## config.mk

```make
export PLATFORM = sky130hd
export DESIGN_NAME = id_ex_stage_flat
export DESIGN_NICKNAME = d
export VERILOG_FILES = /design/src/rtl/id_ex_stage_pkg.sv /design/src/rtl/id_ex_stage_if.sv /design/src/rtl/id_ex_stage_flopenrc.sv /design/src/rtl/id_ex_stage.sv /design/src/flat_wrapper.sv
export SDC_FILE = /design/constraint.sdc
export NUM_CORES = 1
export LEC_CHECK = 0
export BUFFER_PORTS_ARGS = -buffer_cell sky130_fd_sc_hd__buf_2
export CAP_MARGIN = 30
export CORE_ASPECT_RATIO = 0.9
export CORE_MARGIN = 2
export CORE_UTILIZATION = 42
export DETAILED_ROUTE_END_ITERATION = 10
export PLACE_DENSITY = 0.83
export SLEW_MARGIN = 25
export SYNTH_ARGS = -nofsm -noshare
export SYNTH_HDL_FRONTEND = slang
export SYNTH_SLANG_ARGS = --single-unit
```

## constraint.sdc

```tcl
create_clock -name CLK -period 1.8 [get_ports CLK]
set_input_delay 0.36 -clock CLK [delete_from_list [all_inputs] [get_ports CLK]]
set_output_delay 0.36 -clock CLK [all_outputs]
set_load 0.05 [all_outputs]
```

## src/rtl/id_ex_stage_pkg.sv

```systemverilog
// id_ex_stage_pkg: Execute-stage control bundle type shared by the D/E and E/M registers.
package id_ex_stage_pkg;
  typedef struct packed {
    logic       reg_write;
    logic       mem_to_reg;
    logic       mem_write;
    logic       branch;
    logic       alu_src;
    logic       pc_src;
    logic [1:0] alu_control;
    logic [1:0] flag_write;
    logic [3:0] cond;
  } ctrl_e_t;
  localparam int CTRL_W = $bits(ctrl_e_t);
  // Masks every state-changing control so an invalid entry can never commit anything.
  function automatic ctrl_e_t gate_ctrl(input ctrl_e_t c, input logic v);
    gate_ctrl = c;
    gate_ctrl.reg_write  = c.reg_write & v;
    gate_ctrl.mem_write  = c.mem_write & v;
    gate_ctrl.branch     = c.branch & v;
    gate_ctrl.pc_src     = c.pc_src & v;
    gate_ctrl.flag_write = c.flag_write & {2{v}};
  endfunction
endpackage

```

## src/rtl/id_ex_stage_if.sv

```systemverilog
// id_ex_stage_if: Decode-side inputs, stall/flush control and Execute-side outputs of the D/E register.
interface id_ex_stage_if #(
  parameter int DATA_W = 32,
  parameter int REG_AW = 4,
  parameter int CNT_W  = 16
);
  logic              StallE, FlushE, CntClr, ValidD;
  logic              RegWriteD, MemtoRegD, MemWriteD, BranchD, ALUSrcD, PCSrcD;
  logic [1:0]        ALUControlD, FlagWriteD;
  logic [3:0]        CondD;
  logic [DATA_W-1:0] RD1D, RD2D, ExtImmD;
  logic [REG_AW-1:0] WA3D, RA1D, RA2D;
  logic              ValidE;
  logic              RegWriteE, MemtoRegE, MemWriteE, BranchE, ALUSrcE, PCSrcE;
  logic [1:0]        ALUControlE, FlagWriteE;
  logic [3:0]        CondE;
  logic [DATA_W-1:0] RD1E, RD2E, ExtImmE;
  logic [REG_AW-1:0] WA3E, RA1E, RA2E;
  logic [CNT_W-1:0]  BubbleCnt;
  modport master (
    output StallE, FlushE, CntClr, ValidD, RegWriteD, MemtoRegD, MemWriteD, BranchD,
           ALUSrcD, PCSrcD, ALUControlD, FlagWriteD, CondD, RD1D, RD2D, ExtImmD,
           WA3D, RA1D, RA2D,
    input  ValidE, RegWriteE, MemtoRegE, MemWriteE, BranchE, ALUSrcE, PCSrcE,
           ALUControlE, FlagWriteE, CondE, RD1E, RD2E, ExtImmE, WA3E, RA1E, RA2E,
           BubbleCnt
  );
  modport slave (
    input  StallE, FlushE, CntClr, ValidD, RegWriteD, MemtoRegD, MemWriteD, BranchD,
           ALUSrcD, PCSrcD, ALUControlD, FlagWriteD, CondD, RD1D, RD2D, ExtImmD,
           WA3D, RA1D, RA2D,
    output ValidE, RegWriteE, MemtoRegE, MemWriteE, BranchE, ALUSrcE, PCSrcE,
           ALUControlE, FlagWriteE, CondE, RD1E, RD2E, ExtImmE, WA3E, RA1E, RA2E,
           BubbleCnt
  );
endinterface

```

## src/rtl/id_ex_stage_flopenrc.sv

```systemverilog
// id_ex_stage_flopenrc: register with async active-low reset, enable and synchronous clear.
module id_ex_stage_flopenrc #(
  parameter int WIDTH = 8
) (
  input  logic             clk,
  input  logic             rst_n,
  input  logic             en,
  input  logic             clr,
  input  logic [WIDTH-1:0] d,
  output logic [WIDTH-1:0] q
);
  always_ff @(posedge clk or negedge rst_n)
    if (!rst_n) q <= '0;
    else if (clr) q <= '0;
    else if (en) q <= d;
endmodule

```

## src/rtl/id_ex_stage.sv

```systemverilog
// id_ex_stage: Decode-to-Execute pipeline register with valid bit, flush-over-stall priority
// and a saturating bubble counter.
module id_ex_stage
  import id_ex_stage_pkg::*;
#(
  parameter int DATA_W = 32,
  parameter int REG_AW = 4,
  parameter int CNT_W  = 16
) (
  input logic          CLK,
  input logic          Reset,
  id_ex_stage_if.slave bus
);
  localparam int DW = 3*DATA_W + 3*REG_AW;
  ctrl_e_t          ctrl_d, ctrl_q, ctrl_g;
  logic             valid_q;
  logic [CTRL_W:0]  cv_q;
  logic [DW-1:0]    data_q;
  logic [CNT_W-1:0] cnt;
  assign ctrl_d = '{reg_write: bus.RegWriteD, mem_to_reg: bus.MemtoRegD, mem_write: bus.MemWriteD,
                    branch: bus.BranchD, alu_src: bus.ALUSrcD, pc_src: bus.PCSrcD,
                    alu_control: bus.ALUControlD, flag_write: bus.FlagWriteD, cond: bus.CondD};
  // Flush must reach the control flops even while stalled, so it also forces the enable.
  id_ex_stage_flopenrc #(.WIDTH(CTRL_W+1)) u_ctrl (
    .clk(CLK), .rst_n(Reset), .en(~bus.StallE | bus.FlushE), .clr(bus.FlushE),
    .d({bus.ValidD, ctrl_d}), .q(cv_q)
  );
  assign {valid_q, ctrl_q} = cv_q;
  // Operands keep their old values on flush; only control is cleared.
  id_ex_stage_flopenrc #(.WIDTH(DW)) u_data (
    .clk(CLK), .rst_n(Reset), .en(~bus.StallE & ~bus.FlushE), .clr(1'b0),
    .d({bus.RD1D, bus.RD2D, bus.ExtImmD, bus.WA3D, bus.RA1D, bus.RA2D}), .q(data_q)
  );
  assign {bus.RD1E, bus.RD2E, bus.ExtImmE, bus.WA3E, bus.RA1E, bus.RA2E} = data_q;
  assign ctrl_g          = gate_ctrl(ctrl_q, valid_q);
  assign bus.ValidE      = valid_q;
  assign bus.RegWriteE   = ctrl_g.reg_write;
  assign bus.MemWriteE   = ctrl_g.mem_write;
  assign bus.BranchE     = ctrl_g.branch;
  assign bus.PCSrcE      = ctrl_g.pc_src;
  assign bus.FlagWriteE  = ctrl_g.flag_write;
  assign bus.MemtoRegE   = ctrl_g.mem_to_reg;
  assign bus.ALUSrcE     = ctrl_g.alu_src;
  assign bus.ALUControlE = ctrl_g.alu_control;
  assign bus.CondE       = ctrl_g.cond;
  always_ff @(posedge CLK or negedge Reset)
    if (!Reset) cnt <= '0;
    else if (bus.CntClr) cnt <= '0;
    else if (!valid_q && cnt != '1) cnt <= cnt + CNT_W'(1);
  assign bus.BubbleCnt = cnt;
endmodule

```

## src/flat_wrapper.sv

```systemverilog
// flat-port wrapper written by rule: the top's interface ports become plain ports
module id_ex_stage_flat import id_ex_stage_pkg::*;
#(
  parameter int DATA_W = 32,
  parameter int REG_AW = 4,
  parameter int CNT_W  = 16
)
  (CLK, Reset, bus_StallE, bus_FlushE, bus_CntClr, bus_ValidD, bus_RegWriteD, bus_MemtoRegD, bus_MemWriteD, bus_BranchD, bus_ALUSrcD, bus_PCSrcD, bus_ALUControlD, bus_FlagWriteD, bus_CondD, bus_RD1D, bus_RD2D, bus_ExtImmD, bus_WA3D, bus_RA1D, bus_RA2D, bus_ValidE, bus_RegWriteE, bus_MemtoRegE, bus_MemWriteE, bus_BranchE, bus_ALUSrcE, bus_PCSrcE, bus_ALUControlE, bus_FlagWriteE, bus_CondE, bus_RD1E, bus_RD2E, bus_ExtImmE, bus_WA3E, bus_RA1E, bus_RA2E, bus_BubbleCnt);
  id_ex_stage_if #(.DATA_W(DATA_W), .REG_AW(REG_AW), .CNT_W(CNT_W)) bus_i ();
  input logic CLK;
  input logic Reset;
  input wire logic [$bits(bus_i.StallE)-1:0] bus_StallE;
  input wire logic [$bits(bus_i.FlushE)-1:0] bus_FlushE;
  input wire logic [$bits(bus_i.CntClr)-1:0] bus_CntClr;
  input wire logic [$bits(bus_i.ValidD)-1:0] bus_ValidD;
  input wire logic [$bits(bus_i.RegWriteD)-1:0] bus_RegWriteD;
  input wire logic [$bits(bus_i.MemtoRegD)-1:0] bus_MemtoRegD;
  input wire logic [$bits(bus_i.MemWriteD)-1:0] bus_MemWriteD;
  input wire logic [$bits(bus_i.BranchD)-1:0] bus_BranchD;
  input wire logic [$bits(bus_i.ALUSrcD)-1:0] bus_ALUSrcD;
  input wire logic [$bits(bus_i.PCSrcD)-1:0] bus_PCSrcD;
  input wire logic [$bits(bus_i.ALUControlD)-1:0] bus_ALUControlD;
  input wire logic [$bits(bus_i.FlagWriteD)-1:0] bus_FlagWriteD;
  input wire logic [$bits(bus_i.CondD)-1:0] bus_CondD;
  input wire logic [$bits(bus_i.RD1D)-1:0] bus_RD1D;
  input wire logic [$bits(bus_i.RD2D)-1:0] bus_RD2D;
  input wire logic [$bits(bus_i.ExtImmD)-1:0] bus_ExtImmD;
  input wire logic [$bits(bus_i.WA3D)-1:0] bus_WA3D;
  input wire logic [$bits(bus_i.RA1D)-1:0] bus_RA1D;
  input wire logic [$bits(bus_i.RA2D)-1:0] bus_RA2D;
  output wire logic [$bits(bus_i.ValidE)-1:0] bus_ValidE;
  output wire logic [$bits(bus_i.RegWriteE)-1:0] bus_RegWriteE;
  output wire logic [$bits(bus_i.MemtoRegE)-1:0] bus_MemtoRegE;
  output wire logic [$bits(bus_i.MemWriteE)-1:0] bus_MemWriteE;
  output wire logic [$bits(bus_i.BranchE)-1:0] bus_BranchE;
  output wire logic [$bits(bus_i.ALUSrcE)-1:0] bus_ALUSrcE;
  output wire logic [$bits(bus_i.PCSrcE)-1:0] bus_PCSrcE;
  output wire logic [$bits(bus_i.ALUControlE)-1:0] bus_ALUControlE;
  output wire logic [$bits(bus_i.FlagWriteE)-1:0] bus_FlagWriteE;
  output wire logic [$bits(bus_i.CondE)-1:0] bus_CondE;
  output wire logic [$bits(bus_i.RD1E)-1:0] bus_RD1E;
  output wire logic [$bits(bus_i.RD2E)-1:0] bus_RD2E;
  output wire logic [$bits(bus_i.ExtImmE)-1:0] bus_ExtImmE;
  output wire logic [$bits(bus_i.WA3E)-1:0] bus_WA3E;
  output wire logic [$bits(bus_i.RA1E)-1:0] bus_RA1E;
  output wire logic [$bits(bus_i.RA2E)-1:0] bus_RA2E;
  output wire logic [$bits(bus_i.BubbleCnt)-1:0] bus_BubbleCnt;
  assign bus_i.StallE = bus_StallE;
  assign bus_i.FlushE = bus_FlushE;
  assign bus_i.CntClr = bus_CntClr;
  assign bus_i.ValidD = bus_ValidD;
  assign bus_i.RegWriteD = bus_RegWriteD;
  assign bus_i.MemtoRegD = bus_MemtoRegD;
  assign bus_i.MemWriteD = bus_MemWriteD;
  assign bus_i.BranchD = bus_BranchD;
  assign bus_i.ALUSrcD = bus_ALUSrcD;
  assign bus_i.PCSrcD = bus_PCSrcD;
  assign bus_i.ALUControlD = bus_ALUControlD;
  assign bus_i.FlagWriteD = bus_FlagWriteD;
  assign bus_i.CondD = bus_CondD;
  assign bus_i.RD1D = bus_RD1D;
  assign bus_i.RD2D = bus_RD2D;
  assign bus_i.ExtImmD = bus_ExtImmD;
  assign bus_i.WA3D = bus_WA3D;
  assign bus_i.RA1D = bus_RA1D;
  assign bus_i.RA2D = bus_RA2D;
  assign bus_ValidE = bus_i.ValidE;
  assign bus_RegWriteE = bus_i.RegWriteE;
  assign bus_MemtoRegE = bus_i.MemtoRegE;
  assign bus_MemWriteE = bus_i.MemWriteE;
  assign bus_BranchE = bus_i.BranchE;
  assign bus_ALUSrcE = bus_i.ALUSrcE;
  assign bus_PCSrcE = bus_i.PCSrcE;
  assign bus_ALUControlE = bus_i.ALUControlE;
  assign bus_FlagWriteE = bus_i.FlagWriteE;
  assign bus_CondE = bus_i.CondE;
  assign bus_RD1E = bus_i.RD1E;
  assign bus_RD2E = bus_i.RD2E;
  assign bus_ExtImmE = bus_i.ExtImmE;
  assign bus_WA3E = bus_i.WA3E;
  assign bus_RA1E = bus_i.RA1E;
  assign bus_RA2E = bus_i.RA2E;
  assign bus_BubbleCnt = bus_i.BubbleCnt;
  id_ex_stage #(.DATA_W(DATA_W), .REG_AW(REG_AW), .CNT_W(CNT_W)) u_core (.CLK(CLK), .Reset(Reset), .bus(bus_i));
endmodule
```

==> flow_summary.json <==
{
  "drtAntennaViolNets": 0,
  "n_antenna_cell": 0,
  "worst_slew_pin_slew_ns": 0.537,
  "fin_skew_ns": 0.00383,
  "crit_path_start_kind": "flop",
  "grt-ovfl-total": 0,
  "start_util_pct": 43.4,
  "die_x_um": 125,
  "rsz0062_at_grt": "true",
  "leakage_nw": 3.89,
  "muxShareOfSynthArea_pct": 25.5,
  "post_drt_wl_per_cell_um": 16.3,
  "gp_congestion": 0.844,
  "syn_inst": 385,
  "dieArea_sq_um": 14200,
  "rows": 39,
  "ys_ff_latch": 139,
  "relSlewSlack_pct": 63.9,
  "area_growth_pct": 42.7,
  "ir_drop_mv": 0.959,
  "critPathMaxStageDelay_ns": 0.44,
  "maxCapViolations": 0,
  "coreArea_sq_um": 12800,
  "power.density_nw_per_um2": 1270,
  "synth.distinct_cells": 33,
  "synth-adder-area-share_pct": 0.224,
  "num_vias": 4220,
  "drive_gt1_share_pct": 66.9,
  "drcViolationCount": 0,
  "min_period_over_period_pct": 94.7,
  "stdcell_area_sq_um": 7960,
  "cp_cell_sequence": "nand3_2 -> or2_2 -> nor4_2 -> mux2_2",
  "ys.flop_type": "dfrtp_1",
  "cts_tree": "yes",
  "clk_latency_ns": 0.40,
  "cp.arrival_ns": 1.99,
  "cts.sinks": 139,
  "hp-class": "primary input to flop",
  "synth_most_common_cell": "dfrtp_1",
  "synth_compound_area_share_pct": 2.40,
  "grt_pass1_wl_um": 22000,
  "place_ws_ns": 0.00628,
  "clk_pin_slew_worst_paths_ns": 0.06,
  "portBuffers": 266,
  "fill_cells": 937,
  "viasPerCell": 5.00,
  "synth_top_area_share_pct": 62.4,
  "fmax_ghz": 0.587,
  "h-tree-depth": 4,
  "yosys.area_share.simple_pct": 6.62,
  "cts.path.max_buffers": 2,
  "totalWireLength_um": 13800,
  "drt-initial-drc-count": 182,
  "hold_violations": 0,
  "cp_max_fo": 7,
  "antenna_found_initial": 0,
  "slowest_stage": "dfrtp_2",
  "status": "complete, no violations",
  "ys_warn_count": 0,
  "syn_avg_cell_area_sq_um": 14.5,
  "grt_pass1_vias": 4579,
  "synth_largest_area_cell": "dfrtp_1",
  "synth_area_leaders": "dfrtp_1, mux2_2, mux2i_1",
  "cp.required_ns": 2.09,
  "setup_violations": 0,
  "ios": 267,
  "grt_usage_pct": 19.4,
  "grt_start_max_net_pins": 60,
  "synth_nets": 514,
  "die_h_um": 113,
  "dp_hpwl_um": 10100,
  "path_buf_inv": 0,
  "cts_root_buffer": "clkbuf_16",
  "async_reset_ff_share_pct": 100,
  "synth_edf_count": 0,
  "ys_seq_area_share_pct": 62.4,
  "placed_cell_area_sq_um": 7240,
  "synth_xor_area_share_pct": 0.314,
  "finalCriticalPeriod_ns": 1.70,
  "cts_buffers": 17,
  "setup.worst_path.end_class": "flop",
  "synth_top_family_by_area": "multiplexers",
  "reg2reg_slack_ns": 0.1,
  "dr.pass1.iters": 4,
  "fin_nets": 796,
  "synth_commonest_cells": "dfrtp_1, mux2_2, nor2_1, mux2i_1, buf_2",
  "slew_violations": 0,
  "syn_area_sq_um": 5580,
  "fin_ws_ns": 0.0958,
  "worstSetupPathType": "flop to flop",
  "final_core_util_pct": 62.0,
  "crit_family": "simple AND/OR/NAND/NOR gates"
}
-- cell families after synthesis --
kind of cell	after synthesis
muxes	128
and+or+nand+nor	67
buffers and inverters	28
xor gates and xnor gates	2
AOI/OAI and AO/OA	20
adders and majority gates	1
DFF	139
-- stage by stage --
step                std cells  hold slack (ns)  setup TNS [ns]  total power, mW
finish                    844            0.174               0             10.1
global route              844            0.161        -0.00914             10.5
CTS                       843            0.159         -0.0452             10.3
detailed placement        810            0.280               0             6.36
global placement          810            0.270               0             6.29
floorplan                 385           0.0644          -0.207             5.59
-- registers in the layout, summed over array words and instances (netlist names) --
signal                count
u_core.u_data.q         108
u_core.bus.BubbleCnt     16
u_core.u_ctrl.q          15
-- what timing repair did --
item / in CTS / in global routing
hold endpoints to repair: 33 / 0
endpoints found under the setup margin: 3 / 11
resized for setup: 1 / 7
pin swaps: 0 / 0
hold buffers: 1 / 0
cloned: 0 / 0
setup buffers: 0 / 1
-- path summary, 6_finish.rpt --
kind / from / end / depth (start not counted)
max: u_core.bus.BubbleCnt[8] / u_core.bus.BubbleCnt[14] / 4
min: bus_FlushE / u_core.u_ctrl.q[8] / 2
max reg2reg: u_core.bus.BubbleCnt[8] / u_core.bus.BubbleCnt[14] / 4
min reg2reg: u_core.u_data.q[29] / u_core.u_data.q[29] / 1
max in group asynchronous: Reset / u_core.u_data.q[57] / 3
min in group asynchronous: Reset / u_core.u_data.q[54] / 2
-- power breakdown --
group	switching [mW]	internal (mW)	total, mW	leakage [nW]
logic	1.85	0.728	2.58	1.90
registers	0.204	3.52	3.72	1.66
clock network	1.27	2.57	3.84	0.323
-- layout make-up --
class	instances	area (sq um)	share of cell area, %
well taps	164	205	2.58
flip-flops and latches	139	3500	44.0
repair buffers	286	1570	19.7
clock buffers	21	470	5.91
inverters	5	18.8	0.236
multi-input cells	218	2010	25.2
clock inverters	11	190	2.39
-- worst register-to-register path: cells and delay by family (launching register included) --
family | cells | cell delay, ns
multiplexers | 1 | 0.36
flip-flops | 1 | 0.44
AND/OR/NAND/NOR | 3 | 0.78
-- cell usage in the layout, fill, tap and decap left out, drive strengths merged, types with 3 or more instances in the layout --
master | netlist | routed
buf | 18 | 285
dfrtp | 139 | 139
mux2 | 112 | 112
nor2 | 27 | 27
clkbuf | 5 | 21
mux2i | 16 | 16
a21oi | 7 | 7
and2 | 6 | 6
inv | 5 | 5
o31ai | 5 | 5
or4 | 5 | 5
bufinv | 0 | 5
nand3 | 5 | 5
nor4 | 5 | 5
clkinv | 0 | 5
nor2b | 4 | 4
nand2 | 3 | 3
o41ai | 3 | 3
nand4 | 3 | 3
-- per-layer routing --
metal  vias to the layer above  wire length (um)  share of wire (%)  track usage (%)
met5                         -                 0                  0                0
met4                         0               260                1.9             7.70
met3                        25              1060                7.7             7.47
met2                       191              7190                 52             33.9
met1                      2071              5250                 38             21.3
li1                       1933                 -                  -                -
(Power assumes the default switching activity.)
